--- config.mk ---
export PLATFORM = sky130hd
export DESIGN_NAME = sha256_bus_if
export DESIGN_NICKNAME = d
export VERILOG_FILES = /design/src/rtl/sha256_bus_if.sv
export SDC_FILE = /design/constraint.sdc
export NUM_CORES = 1
export LEC_CHECK = 0
export ABC_AREA = 1
export BUFFER_PORTS_ARGS = -buffer_cell sky130_fd_sc_hd__buf_2
export CAP_MARGIN = 20
export CELL_PAD_IN_SITES_DETAIL_PLACEMENT = 0
export CELL_PAD_IN_SITES_GLOBAL_PLACEMENT = 1
export CORE_AREA = 5 5 316 318
export CTS_BUF_LIST = sky130_fd_sc_hd__clkbuf_4
export DETAILED_ROUTE_END_ITERATION = 10
export DIE_AREA = 0 0 321 323
export PLACE_DENSITY_LB_ADDON = 0.12
export RECOVER_POWER = 50
export REMOVE_ABC_BUFFERS = 1
export SYNTH_ARGS = -nofsm -noshare
export SYNTH_HDL_FRONTEND = slang
export SYNTH_SLANG_ARGS = --single-unit
--- constraint.sdc ---
create_clock -name clk -period 2 [get_ports clk]
set_clock_uncertainty 0.15 [all_clocks]
set_input_delay 0.3 -clock clk [delete_from_list [all_inputs] [get_ports clk]]
set_output_delay 0.3 -clock clk [all_outputs]
set_load 0.01 [all_outputs]
--- src/rtl/sha256_bus_if.sv ---
// Host-side interface for the SHA-256 core: packs host words into 512-bit blocks,
// hands them to the core over valid/ready and serialises the digest back MS word first.
module sha256_bus_if #(
  parameter int BUS_W = 16
) (
  input  logic             clk,
  input  logic             rst_n,
  input  logic             init,
  input  logic             load,
  input  logic [BUS_W-1:0] idata,
  input  logic             fetch,
  output logic             ack,
  output logic [BUS_W-1:0] odata,
  output logic             busy,
  output logic             blk_valid,
  input  logic             blk_ready,
  output logic [511:0]     blk_data,
  output logic             blk_first,
  input  logic             hash_done,
  input  logic [255:0]     hash,
  output logic             dig_ready
);
  localparam int BLK_WORDS = 512 / BUS_W;
  localparam int DIG_WORDS = 256 / BUS_W;
  localparam int WC_W      = $clog2(BLK_WORDS);
  localparam int RP_W      = $clog2(DIG_WORDS);

  localparam logic [1:0] IDLE    = 2'd0;
  localparam logic [1:0] FILL    = 2'd1;
  localparam logic [1:0] HANDOFF = 2'd2;
  localparam logic [1:0] HASHING = 2'd3;

  if (BUS_W != 8 && BUS_W != 16 && BUS_W != 32) begin : g_bad_bus_w
    $error("sha256_bus_if: BUS_W must be 8, 16 or 32");
  end

  logic [1:0]      state;
  logic [WC_W-1:0] wcnt;
  logic [RP_W-1:0] rptr;
  logic [255:0]    digest;
  logic [255:0]    dig_shift;
  logic            take_init;
  logic            take_load;
  logic            take_fetch;

  assign busy       = (state == HANDOFF) || (state == HASHING);
  assign take_init  = init && !busy;
  assign take_load  = load && !init && !busy;
  // load has priority over fetch; fetch only reads a completed digest while idle
  assign take_fetch = fetch && !load && !init && (state == IDLE) && dig_ready;
  assign dig_shift  = digest << (32'(rptr) * BUS_W);

  always_ff @(posedge clk or negedge rst_n) begin
    if (!rst_n) begin
      state     <= IDLE;
      ack       <= 1'b0;
      odata     <= '0;
      blk_valid <= 1'b0;
      blk_data  <= '0;
      blk_first <= 1'b1;
      dig_ready <= 1'b0;
      wcnt      <= '0;
      rptr      <= '0;
      digest    <= '0;
    end else begin
      ack <= take_load || take_fetch;
      if (take_init) begin
        state     <= IDLE;
        wcnt      <= '0;
        blk_first <= 1'b1;
        dig_ready <= 1'b0;
        rptr      <= '0;
      end else begin
        case (state)
          IDLE, FILL: begin
            if (take_load) begin
              blk_data <= {blk_data[511-BUS_W:0], idata};
              // a new block invalidates the digest of the previous one
              if (wcnt == '0) begin
                dig_ready <= 1'b0;
                rptr      <= '0;
              end
              if (wcnt == WC_W'(BLK_WORDS - 1)) begin
                wcnt      <= '0;
                state     <= HANDOFF;
                blk_valid <= 1'b1;
              end else begin
                wcnt  <= wcnt + WC_W'(1);
                state <= FILL;
              end
            end else if (take_fetch) begin
              odata <= dig_shift[255 -: BUS_W];
              rptr  <= (rptr == RP_W'(DIG_WORDS - 1)) ? '0 : rptr + RP_W'(1);
            end
          end
          HANDOFF: begin
            if (blk_valid && blk_ready) begin
              blk_valid <= 1'b0;
              blk_first <= 1'b0;
              state     <= HASHING;
            end
          end
          HASHING: begin
            if (hash_done) begin
              digest    <= hash;
              dig_ready <= 1'b1;
              state     <= IDLE;
            end
          end
          default: state <= IDLE;
        endcase
      end
    end
  end
endmodule

==> results of run 1 <==
-- Yosys cell counts (3+ instances only) --
cell and instances:
sky130_fd_sc_hd__nand2_1 2070, sky130_fd_sc_hd__dfrtp_1 798, sky130_fd_sc_hd__o21ai_0 301, sky130_fd_sc_hd__inv_1 291
sky130_fd_sc_hd__nand3_1 230, sky130_fd_sc_hd__buf_2 147, sky130_fd_sc_hd__buf_4 33, sky130_fd_sc_hd__clkbuf_1 28
sky130_fd_sc_hd__buf_1 15, sky130_fd_sc_hd__nor2_1 6, sky130_fd_sc_hd__ha_1 4, sky130_fd_sc_hd__o21ai_1 4
sky130_fd_sc_hd__inv_2 3, sky130_fd_sc_hd__nor2_4 3
-- power by group --
group	switching, mW	total (mW)	internal (mW)
sequential	1.03	18.6	17.6
combinational	4.16	8.67	4.51
clock	7.12	15.2	8.12
total	12.3	42.5	30.2
-- logic make-up after synthesis --
group | after synthesis | share of synthesized area
XOR/XNOR | 3 | 0.0007989
AO/OA/AOI/OAI | 309 | 0.04720
adder cells (fa/ha/maj) | 4 | 0.001521
buffers and inverters | 520 | 0.06915
flip-flops | 799 | 0.6079
AND/OR/NAND/NOR | 2311 | 0.2735
-- registers in the layout, summed over array words and instances (netlist names), 2 cells and up --
| register | count |
|---|---|
| digest | 256 |
| odata | 16 |
| rptr | 4 |
| state | 2 |
| blk_data | 512 |
| wcnt | 5 |
-- metal layers --
layer  vias to the layer above  part of all wire  global-route usage
li1                      16220                 -                   -
met1                     15890              0.40              0.2915
met2                       956              0.50              0.4232
met3                       281             0.063             0.06695
met4                         0             0.042              0.1044
met5                         -                 0                   0
-- path summary, 6_finish.rpt --
kind                          startpoint             to  depth (start not counted)
max in group asynchronous          rst_n  blk_data[500]                          7
hold reg to reg            blk_data[501]  blk_data[501]                          2
setup / recovery                    init  blk_data[110]                         11
setup reg to reg                state[1]  blk_data[110]                          9
hold / removal                      load            ack                          5
min in group asynchronous          rst_n     digest[69]                          5
-- through the flow --
step           setup WS (ns)  utilization  hold WS (ns)  instances
2_1_floorplan         -13.01            -       -0.1456       3721
3_3_place_gp          0.1237       0.4058       0.08958       5927
3_5_place_dp          0.1144       0.4058       0.08714       5927
4_1_cts              -0.3775       0.5473       0.03224       7302
5_1_grt              -0.3531       0.5583       0.02998       7411
6_report             -0.2443       0.5583        0.1006       7414
-- layout make-up --
type | count | area (um2) | share of cell area
sequential | 799 | 20030 | 0.3725
timing repair buffer | 2008 | 17500 | 0.3255
multi-input combinational | 2627 | 10610 | 0.1974
clock buffer | 349 | 2620 | 0.04874
tap | 1276 | 1597 | 0.02970
inverter | 295 | 1110 | 0.02065
clock inverter | 48 | 266.5 | 0.004958
antenna | 12 | 30.03 | 0.0005586
-- tightest hold or removal path: cells and delay by family --
family,cells,cell delay (ns)
simple gates,2,0.20
buf+inv,3,0.78
-- repair_timing --
action	4_1_cts	5_1_grt
hold buffers	560	0
resized for setup	578	49
setup buffers	419	97
endpoints found under the setup margin	533	614
hold endpoints to repair	1598	0
cloned	0	4
pin swaps	0	1
==> summary.txt, run 1 <==
Status - complete, but fails checks
Failing checks - negative setup slack
Count of warnings emitted by yosys - 0
Final HPWL DP - 86560 um
Standard-cell rows - 114
Die extent in y - 323 um
Yosys cell types - 25
Dominant register cell in the synthesized netlist - sky130_fd_sc_hd__dfrtp_1
CTS tree - yes
Slowest stage cell, crit path - sky130_fd_sc_hd__dlygate4sd3_1
Number of enable flip-flop cells after synthesis - 0
Largest area contributor in the netlist - sky130_fd_sc_hd__dfrtp_1
Kind of critical path - input port to register
Fraction of registers with async set/reset - 1.000
1st-iter DRT viols - 2064
Global-route wire length before repair - 198400 um
Data required time at the worst endpoint - 2.78 ns
Via count normalized by instance count - 4.498
Insertion delay to the later sink of the worst-skew pair - 1.10 ns
Clock root buffer master - sky130_fd_sc_hd__clkbuf_4
Sum of buffers and inverters on the critical path - 7
Delay of the slowest cell on the worst path - 0.65 ns
Number of clock sinks - 799
CTS H-tree depth - 4
Critical Path Source Type - input port
Total of flip-flops plus latches after synthesis - 799
Post-route design area - 53760 um2
Vias in the first global route - 33860
Worst hold path type - input port to register
Register-to-Register Setup Slack - -0.16 ns
GRT Util Overall - 0.2459
Final critical path time including I/O delays and setup - 2.244 ns
Die area - 103700 um2
Area share of the largest cell type after synthesis - 0.6071
Achievable clock frequency - 445.6 MHz
Initial cell density of the core - 0.3417
Power density over the cells - 790.8 nW/um2
Total overflow reported by the global router - 0
Final period utilization - 1.122
Leakage - 29.57 nW
Remaining number of nets flagged by the antenna check after routing - 0
Overall die width - 321 um
Setup repair after global routing missed its margin - yes
Core ar. - 96280 um2
# nets final - 6234
Critical path capture point type - register
Largest driver fanout on the critical path - 40
Total length of routed wires - 133100 um
Number of buffers inserted during clock tree synthesis - 220
Top delay family on crit path - buffers and inverters
Area growth from synthesis to layout - 63.42%
Sequential fraction of the synthesis area - 0.6079
CP Data Arrival Time - 3.03 ns
Iteration count of the initial detailed-routing pass - 7
Worst setup margin - -0.2443 ns
Clock slew at the register clock pins of the worst setup and hold paths - 0.06 ns
Largest net degree at the start of global routing - 82
Leading cell type in the layout, fill and taps excluded - sky130_fd_sc_hd__nand2_1
Most frequent cells in the layout - sky130_fd_sc_hd__nand2_1, sky130_fd_sc_hd__dfrtp_1, sky130_fd_sc_hd__buf_4
Netlist area before placement - 32900 um2
WL per Instance - 17.95 um
Antenna violations before repair - 8
Cell count after synthesis - 3946
Fill cell total of the finished layout - 9011
Most area-consuming cells after synthesis - sky130_fd_sc_hd__dfrtp_1, sky130_fd_sc_hd__nand2_1, sky130_fd_sc_hd__o21ai_0, sky130_fd_sc_hd__nand3_1, sky130_fd_sc_hd__inv_1
Maximum resistive drop on vdd - 0.5836 mV
Slew Limit Headroom - 0.5356
Mean cell area of the mapped netlist - 8.336 um2
Number of max-cap violations - 0
Final total negative setup slack - -149.75 ns
Final number of hold-violating endpoints - 0
Num ports - 812
Worst-margin pin slew - 0.6966 ns
Max Transition Viols Final - 0
Share of post-route cells with drive strength above 1 - 0.3008
Count of final setup violators - 1667
RD Place Congestion - 0.8085
Remaining DRCs - 0
Buffers added on ports - 811
Post-layout total power - 42.51 mW
Total placed instance area - 39070 um2
Ordered list of cells on the worst path - dlygate4sd3_1, buf_2, dlygate4sd3_1, nor2_1, inv_2, nor2_2, inv_2, buf_12, buf_12, nand2_1, nand2_1
CTS Buffer Depth - 3
Total via count after detailed routing - 33350
Power figures use the tool's default switching activity.
==> inputs of run 2 (changes only) <==
--- a/config.mk
+++ b/config.mk
@@ -16,7 +16,6 @@
 export DIE_AREA = 0 0 321 323
 export PLACE_DENSITY_LB_ADDON = 0.12
 export RECOVER_POWER = 50
-export REMOVE_ABC_BUFFERS = 1
 export SYNTH_ARGS = -nofsm -noshare
 export SYNTH_HDL_FRONTEND = slang
 export SYNTH_SLANG_ARGS = --single-unit
==> run 2 against run 1 <==
Net effect:
- the run still ends with negative setup slack left
- power increased by 1.6%
- clock power is essentially flat
- final area decreased by 0.11%
- critical path type is now register to output pin
- critical endpoint is now blk_first
- largest power group unchanged
==> summary.txt, run 2 (synthesis gave the netlist of run 1 again) <==
Status - complete, but fails checks
Failing checks - negative setup slack
1st-iter DRT viols - 2393 (+16%)
Slowest stage cell, crit path - sky130_fd_sc_hd__dfstp_2
Core ar. - 96280 um2 (unchanged)
Total via count after detailed routing - 33750 (+1.2%)
Top delay family on crit path - flip-flops
Fill cell total of the finished layout - 9052 (+0.45%)
RD Place Congestion - 0.8428 (+4.2%)
Area growth from synthesis to layout - 63.24%
Number of clock sinks - 799 (unchanged)
CTS H-tree depth - 4 (unchanged)
WL per Instance - 19.30 um (+7.5%)
Buffers added on ports - 811 (unchanged)
Total overflow reported by the global router - 0 (unchanged)
Comb pwr share - 0.209 (+0.005)
Count of final setup violators - 1308 (-22%)
Number of max-cap violations - 0 (unchanged)
Worst-case hold slack - 0.2321 ns (+0.1314 ns)
Slew Limit Headroom - 0.5664 (+0.03080)
Most frequent cells in the layout - sky130_fd_sc_hd__nand2_1, sky130_fd_sc_hd__dfrtp_1, sky130_fd_sc_hd__buf_4
Delay of the slowest cell on the worst path - 0.54 ns (-0.11 ns)
Number of buffers inserted during clock tree synthesis - 219 (-0.45%)
Pre-CTS WS - 0.08003 ns (-0.03441 ns)
Via count normalized by instance count - 4.543 (+1.0%)
Die extent in y - 323 um (unchanged)
Register-to-Register Setup Slack - -0.17 ns (about the same)
Relative contribution of the clock network to total power - 0.359 (about the same)
Post-Layout Cell Count - 7429 (+0.20%)
Standard-cell rows - 114 (unchanged)
P_sw - 12.68 mW (+3.0%)
Maximum resistive drop on vdd - 0.5254 mV (-10%)
Cell-internal power - 30.50 mW (+0.99%)
Global-route wire length before repair - 211100 um (+6.4%)
Critical Path Source Type - register
GRT Util Overall - 0.2649 (+0.01900)
Final HPWL DP - 96050 um (+11%)
Share of post-route cells with drive strength above 1 - 0.3080 (+0.007144)
Final total negative setup slack - -106.82 ns (+42.93 ns)
Post-synth net total - 4229
Die area - 103700 um2 (unchanged)
Final number of hold-violating endpoints - 0 (unchanged)
Worst setup margin - -0.2096 ns (+0.03467 ns)
Insertion delay to the later sink of the worst-skew pair - 1.10 ns (about the same)
Ordered list of cells on the worst path - buf_6
Top flop regs - blk_data: 512 flops, digest: 256 flops, odata: 16 flops
CTS tree - yes
Switching part of the total - 0.2937 (+0.004157)
Data required time at the worst endpoint - 1.55 ns (-1.23 ns)
Initial cell density of the core - 0.3417 (unchanged)
Final period utilization - 1.105 (-0.01734)
Worst hold path type - input port to register
Max Transition Viols Final - 0 (unchanged)
Largest net degree at the start of global routing - 93 (+13%)
Storage cell area - 20070 um2 (+0.22%)
Sum of buffers and inverters on the critical path - 1 (-6)
Achievable clock frequency - 452.6 MHz (+1.6%)
Power density over the cells - 804.2 nW/um2 (+1.7%)
Largest register FFs - 512 (unchanged)
Post-layout total power - 43.18 mW (+1.6%)
Iteration count of the initial detailed-routing pass - 6 (-1)
Relative contribution of sequential cells to total power - 0.432 (-0.006)
Critical path capture point type - output pin
Clock root buffer master - sky130_fd_sc_hd__clkbuf_4
Worst-margin pin slew - 0.6504 ns (-0.04620 ns)
Setup repair after global routing missed its margin - yes
CTS Buffer Depth - 3 (unchanged)
Remaining number of nets flagged by the antenna check after routing - 0 (unchanged)
Total length of routed wires - 143400 um (+7.8%)
Leakage - 29.55 nW (about the same)
Num ports - 812 (unchanged)
Final critical path time including I/O delays and setup - 2.210 ns (-0.03468 ns)
Number of placed cells counting well taps - 5925 (-0.034%)
Leading cell type in the layout, fill and taps excluded - sky130_fd_sc_hd__nand2_1
CP Data Arrival Time - 1.76 ns (-1.27 ns)
Vias in the first global route - 34340 (+1.4%)
Combined area of the multi-input logic cells - 10630 um2 (+0.15%)
Remaining DRCs - 0 (unchanged)
Top register by number of flip-flops - blk_data
Kind of critical path - register to output pin
Overall die width - 321 um (unchanged)
Antenna violations before repair - 10 (+2)
# nets final - 6248 (+0.22%)
Largest driver fanout on the critical path - 2 (-95%)
Clock slew at the register clock pins of the worst setup and hold paths - 0.07 ns (about the same)
[run 2: final timing paths]
| path | startpoint | to | cells after the start |
|---|---|---|---|
| max | blk_first | blk_first | 1 |
| min | fetch | ack | 6 |
| max reg2reg | state[1] | digest[200] | 9 |
| min reg2reg | blk_data[497] | blk_data[497] | 2 |
| max in group asynchronous | rst_n | odata[10] | 7 |
| min in group asynchronous | rst_n | blk_data[388] | 5 |
[run 2: cell type report]
type                    count  area share
multi-input cells        2627      0.1979
repair buffers           2023      0.3228
well taps                1276     0.02973
clock buffers             346     0.04837
clock inverters            53    0.006081
inverters                 295     0.02088
diodes                     10   0.0004660
flip-flops and latches    799      0.3737
[run 2: what timing repair did]
item / in CTS / in global routing
setup endpoints to repair: 533 / 570
gates cloned: 0 / 4
pin swaps: 0 / 2
setup buffers: 443 / 87
hold buffers: 562 / 0
hold endpoints to repair: 1598 / 0
resized for setup: 559 / 44
[run 2: layer usage]
layer	part of all wire	track usage
met2	0.48	0.4399
met5	0.00027	0
met4	0.036	0.1022
met1	0.42	0.3363
met3	0.065	0.06538
[run 2: power by group through the flow]
| stage | sequential, mW | combinational (mW) | clock [mW] |
|---|---|---|---|
| 3_3_place_gp | 19.0 | 5.42 | 0 |
| 2_1_floorplan | 19.2 | 1.89 | 0 |
| 6_report | 18.7 | 9.01 | 15.5 |
| 4_1_cts | 18.6 | 8.81 | 15.9 |
| 5_1_grt | 18.8 | 9.76 | 16.8 |
| 3_5_place_dp | 19.0 | 5.46 | 0 |
[run 2: metrics by stage]
step	utilization	area (um2)
3_5_place_dp	0.4045	38950
6_report	0.5577	53700
3_3_place_gp	0.4045	38950
2_1_floorplan	-	32900
4_1_cts	0.5487	52830
5_1_grt	0.5577	53690
